[config.mk]
export PLATFORM = sky130hd
export DESIGN_NAME = csa_stream_accumulator
export DESIGN_NICKNAME = d
export VERILOG_FILES = /design/src/rtl/csa_stream_accumulator.sv
export SDC_FILE = /design/constraint.sdc
export NUM_CORES = 1
export LEC_CHECK = 0
export CORE_ASPECT_RATIO = 1.1
export CORE_MARGIN = 2
export CORE_UTILIZATION = 50
export DETAILED_ROUTE_END_ITERATION = 16
export PLACE_DENSITY = 0.8
export SLEW_MARGIN = 20
export SYNTH_ARGS = -nofsm -noshare
export SYNTH_HDL_FRONTEND = slang
export SYNTH_SLANG_ARGS = --single-unit
[constraint.sdc]
create_clock -name clk -period 3.03 [get_ports clk]
set_input_delay 0.303 -clock clk [delete_from_list [all_inputs] [get_ports clk]]
set_output_delay 0.303 -clock clk [all_outputs]
set_load 0.05 [all_outputs]
[src/rtl/csa_stream_accumulator.sv]
// Streaming multi-operand modular adder: operands fold into a carry-save pair, one CPA resolves.
// Optional macro CSA_OVERFLOW_EN adds the sticky out_overflow port.
module csa_stream_accumulator #(
  parameter int unsigned WIDTH        = 32,
  parameter int unsigned MAX_OPERANDS = 8,
  localparam int unsigned CNT_W       = $clog2(MAX_OPERANDS + 1)
) (
  input  logic             clk,
  input  logic             rst,
  input  logic             in_valid,
  output logic             in_ready,
  input  logic [WIDTH-1:0] in_data,
  input  logic             in_last,
  output logic             out_valid,
  input  logic             out_ready,
  output logic [WIDTH-1:0] out_data,
  output logic [CNT_W-1:0] out_count,
  output logic             out_forced
`ifdef CSA_OVERFLOW_EN
  ,
  output logic             out_overflow
`endif
);

  typedef enum logic [1:0] {StAccum, StResolve, StOutput} state_e;

  state_e           state_q;
  logic [WIDTH-1:0] sum_q;
  // carry[WIDTH-1] is never kept: it is shifted out (discarded) by the next accept or the CPA.
  logic [WIDTH-2:0] carry_q;
  logic [CNT_W-1:0] count_q;

  logic [WIDTH-1:0] c2;
  logic [WIDTH-1:0] sum_nx;
  logic [WIDTH-2:0] carry_nx;
  logic [CNT_W-1:0] count_nx;
  logic             accept;
  logic             at_max;

  always_comb begin
    c2       = {carry_q, 1'b0};
    sum_nx   = sum_q ^ c2 ^ in_data;
    carry_nx = (sum_q[WIDTH-2:0] & c2[WIDTH-2:0]) | (sum_q[WIDTH-2:0] & in_data[WIDTH-2:0]) |
               (c2[WIDTH-2:0] & in_data[WIDTH-2:0]);
    count_nx = count_q + 1'b1;
    at_max   = (count_nx == CNT_W'(MAX_OPERANDS));
    accept   = in_valid && (state_q == StAccum);
  end

  assign in_ready  = (state_q == StAccum);
  assign out_valid = (state_q == StOutput);

`ifdef CSA_OVERFLOW_EN
  logic             ovf_q;
  logic             carry_top;
  logic [WIDTH:0]   resolve_full;

  // Weight-2^WIDTH carry produced by this accept; it is dropped later, so fold it into ovf now.
  assign carry_top    = (sum_q[WIDTH-1] & c2[WIDTH-1]) | (sum_q[WIDTH-1] & in_data[WIDTH-1]) |
                        (c2[WIDTH-1] & in_data[WIDTH-1]);
  assign resolve_full = {1'b0, sum_q} + {1'b0, c2};
`endif

  always_ff @(posedge clk or posedge rst) begin
    if (rst) begin
      state_q    <= StAccum;
      sum_q      <= '0;
      carry_q    <= '0;
      count_q    <= '0;
      out_data   <= '0;
      out_count  <= '0;
      out_forced <= 1'b0;
`ifdef CSA_OVERFLOW_EN
      ovf_q        <= 1'b0;
      out_overflow <= 1'b0;
`endif
    end else begin
      case (state_q)
        StAccum: begin
          if (accept) begin
            sum_q   <= sum_nx;
            carry_q <= carry_nx;
            count_q <= count_nx;
`ifdef CSA_OVERFLOW_EN
            ovf_q   <= ovf_q | carry_top;
`endif
            if (in_last || at_max) begin
              state_q    <= StResolve;
              out_forced <= !in_last && at_max;
            end
          end
        end
        StResolve: begin
`ifdef CSA_OVERFLOW_EN
          out_data     <= resolve_full[WIDTH-1:0];
          out_overflow <= ovf_q | resolve_full[WIDTH];
`else
          out_data     <= sum_q + c2;
`endif
          out_count <= count_q;
          state_q   <= StOutput;
        end
        StOutput: begin
          if (out_ready) begin
            sum_q   <= '0;
            carry_q <= '0;
            count_q <= '0;
`ifdef CSA_OVERFLOW_EN
            ovf_q   <= 1'b0;
`endif
            state_q <= StAccum;
          end
        end
        default: state_q <= StAccum;
      endcase
    end
  end

endmodule

==> flow_summary.ini <==
[finish]
area_growth_pct = 20.1
drive_above_1_share_pct = 5.21
fin_area_um2 = 7390
antenna_cells = 0
fin_nets = 750

[worst_setup_path]
end_kind = flop
arrival_ps = 3170
crit_required_ps = 3330
path_max_fanout = 4
crit_type = flop to flop
cp-start-kind = flop

[clock_tree]
htree_levels = 3
clk_pin_slew_worst_paths_ps = 70
insertion_delay_ps = 360
cts_tree = yes
clock_sinks = 106
clock_path_buffers = 2
cts_resized = 0
postCtsSetupBuffers = 0
cts_buffers = 9
ctsHoldBuffers = 0
root_buffer = clkbuf_16

[floorplanning]
core_um2 = 12000
die_area_um2 = 13200
rows = 42
ioPinCount = 76
die_w_um = 110
die_height_um = 120
initial_utilization_pct = 51.2

[sta]
post-route-min-period_ps = 2870
worstMarginPinSlew_ps = 811
fin_crit_sh_pct = 94.8
setup_violations = 0
final_max_slew_viol_count = 0
setup_total_negative_slack_ps = 0
finalWorstSetupSlack_ps = 158
fmax_mhz = 348
slew_headroom_pct = 46.0
finClkSkew_ps = 8.88
hold_viol = 0
rsz0062_at_grt = no
holdWs_ps = 466

[grt]
overflow = 0
grt_max_degree = 107
antenna_found_initial = 0
grt_pass1_vias = 5021
grt_pass1_wl_um = 24000
grt_use_total_pct = 23.1

[power_and_ir_drop]
ir_worst_vdd_uv = 701
p_per_area_nw_per_um2 = 1180
p_leak_nw = 3.42

[run]
max_cap_viol_count = 0

[synth]
netlist_area_um2 = 6160
synth_top_family_by_area = compound AO/OA/AOI/OAI gates
synthSimpleGateAreaFrac_pct = 11.4
synth_cell_types = 51
synth_compound_area_share_pct = 23.2
muxShareOfSynthArea_pct = 0
synthXorXnorAreaFrac_pct = 3.13
synth_seq_cells = 106
synth_fa_ha_area_share_pct = 16.6
synthArstFlopShare_pct = 100
synth_warnings = 0
synthFlopType = dfrtp_1
yosysTopAreaCell = dfrtp_1
syn-mean-instance-area_um2 = 10.5
synth_top_area_share_pct = 43.1
synth-seq-area-share_pct = 43.1
synth_area_leaders = dfrtp_1, fa_1, a22o_1
synth-edff-count = 0
synth_fp_nets = 685
synth_cells = 585

[routing]
wirelength_um = 14000
vias_per_cell = 5.90
wl_per_cell_um = 17.4
antenna_left = 0
firstDrtPassIters = 5
drc = 0
drt_iter0_markers = 252
vias = 4764

[place]
gp_congestion = 0.917
hpwlAfterDp_um = 10100
io_buffer_count = 75
pre_cts_slack_ps = 145
place_area_um2 = 7080

[min_path]
worstHoldPathType = primary input to async pin

[outcome]
status = complete, no violations
stage by stage:
stage | instances | power [mW] | util, %
2_1_floorplan | 585 | 6.04 | -
3_3_place_gp | 793 | 7.21 | 58.8
3_5_place_dp | 793 | 7.44 | 58.8
4_1_cts | 807 | 8.72 | 61.4
5_1_grt | 807 | 9.38 | 61.4
6_report | 807 | 8.72 | 61.4
final timing paths:
kind	start	slack, ps	cells after the start	end
hold / removal	rst	470	3	sum_q[5]$_DFFE_PP0P_
hold reg to reg	out_data[8]$_DFFE_PP0N_	480	2	out_data[8]$_DFFE_PP0N_
max in group asynchronous	rst	2160	3	carry_q[18]$_DFFE_PP0P_
min in group clk	out_data[8]$_DFFE_PP0N_	480	2	out_data[8]$_DFFE_PP0N_
setup / recovery	sum_q[1]$_DFFE_PP0P_	160	10	out_data[29]$_DFFE_PP0N_
setup reg to reg	sum_q[1]$_DFFE_PP0P_	160	10	out_data[29]$_DFFE_PP0N_
state kept, by name (all words and copies together) (netlist names):
signal      flops
state_q         2
carry_q        31
out_count       4
out_forced      1
out_data       32
sum_q          32
count_q         4
routing by layer:
metal	vias to the layer above	wire [um]	GRT usage [%]	part of all wire, %
met5	-	0	0	0
met4	0	236	8.62	1.7
met3	17	580	3.72	4.1
met2	118	6860	37.1	49
met1	2369	6370	31.5	45
li1	2260	-	-	-
synth_stat cells (2+ instances only):
cell,count
o21bai_1,2
a21oi_1,35
nor3_1,4
and3_1,3
a21boi_1,3
buf_2,2
a22o_1,62
fa_1,31
o21ai_0,37
and2_1,6
o2111ai_1,2
nand2b_1,3
nand3_1,14
a211oi_1,7
or3_1,5
xnor2_1,9
nand4_1,10
o31ai_1,6
o311ai_1,2
o21ai_1,11
inv_1,15
a21o_1,17
and2_2,2
a21boi_0,2
nor2b_1,2
xor2_1,13
nor2_1,17
buf_1,5
nand2_1,78
ha_1,32
dfrtp_1,106
clkbuf_1,21
a31oi_1,3
placed cells by master (no fill, tap or decap), types with 11 or more instances in the layout:
master             n
a21oi_1           34
inv_1             14
ha_1              32
xor2_1            13
dfrtp_1          106
o21ai_0           37
clkdlybuf4s50_1   75
nor2_1            17
o21ai_1           11
fa_1              31
nand2_1           78
a21o_1            17
a22o_1            62
nand3_1           14
cells by family after synthesis:
family	Yosys count
xor gates and xnor gates	22
DFF	106
buffers and inverters	43
AOI/OAI and AO/OA	201
and+or+nand+nor	150
adders and majority gates	63
layout make-up:
cell class,count,area [um2]
Timing Repair Buffer,82,816
Fill cell,1008,4640
Clock inverter,3,65.1
Multi-Input combinational cell,436,3370
Inverter,15,60.1
Sequential cell,106,2650
Tap cell,154,193
Clock buffer,11,243
where the power goes:
part           leakage [nW]  internal (mW)  switching (mW)  total, mW
combinational          1.91           1.94            2.84       4.78
clock                 0.151          0.737           0.523       1.26
sequential             1.36           2.05           0.633       2.68
total                  3.42           4.72            4.00       8.72
worst max-delay path: stages (launching register included):
cell       delay (ps)
dfrtp_1           400
ha_1              220
inv_1              70
fa_1              390
and2b_4           280
o2111ai_4         160
a211oi_4          350
nor4_2            100
o41a_1            440
or3_1             310
nand3_1            80
(Power assumes the default switching activity.)
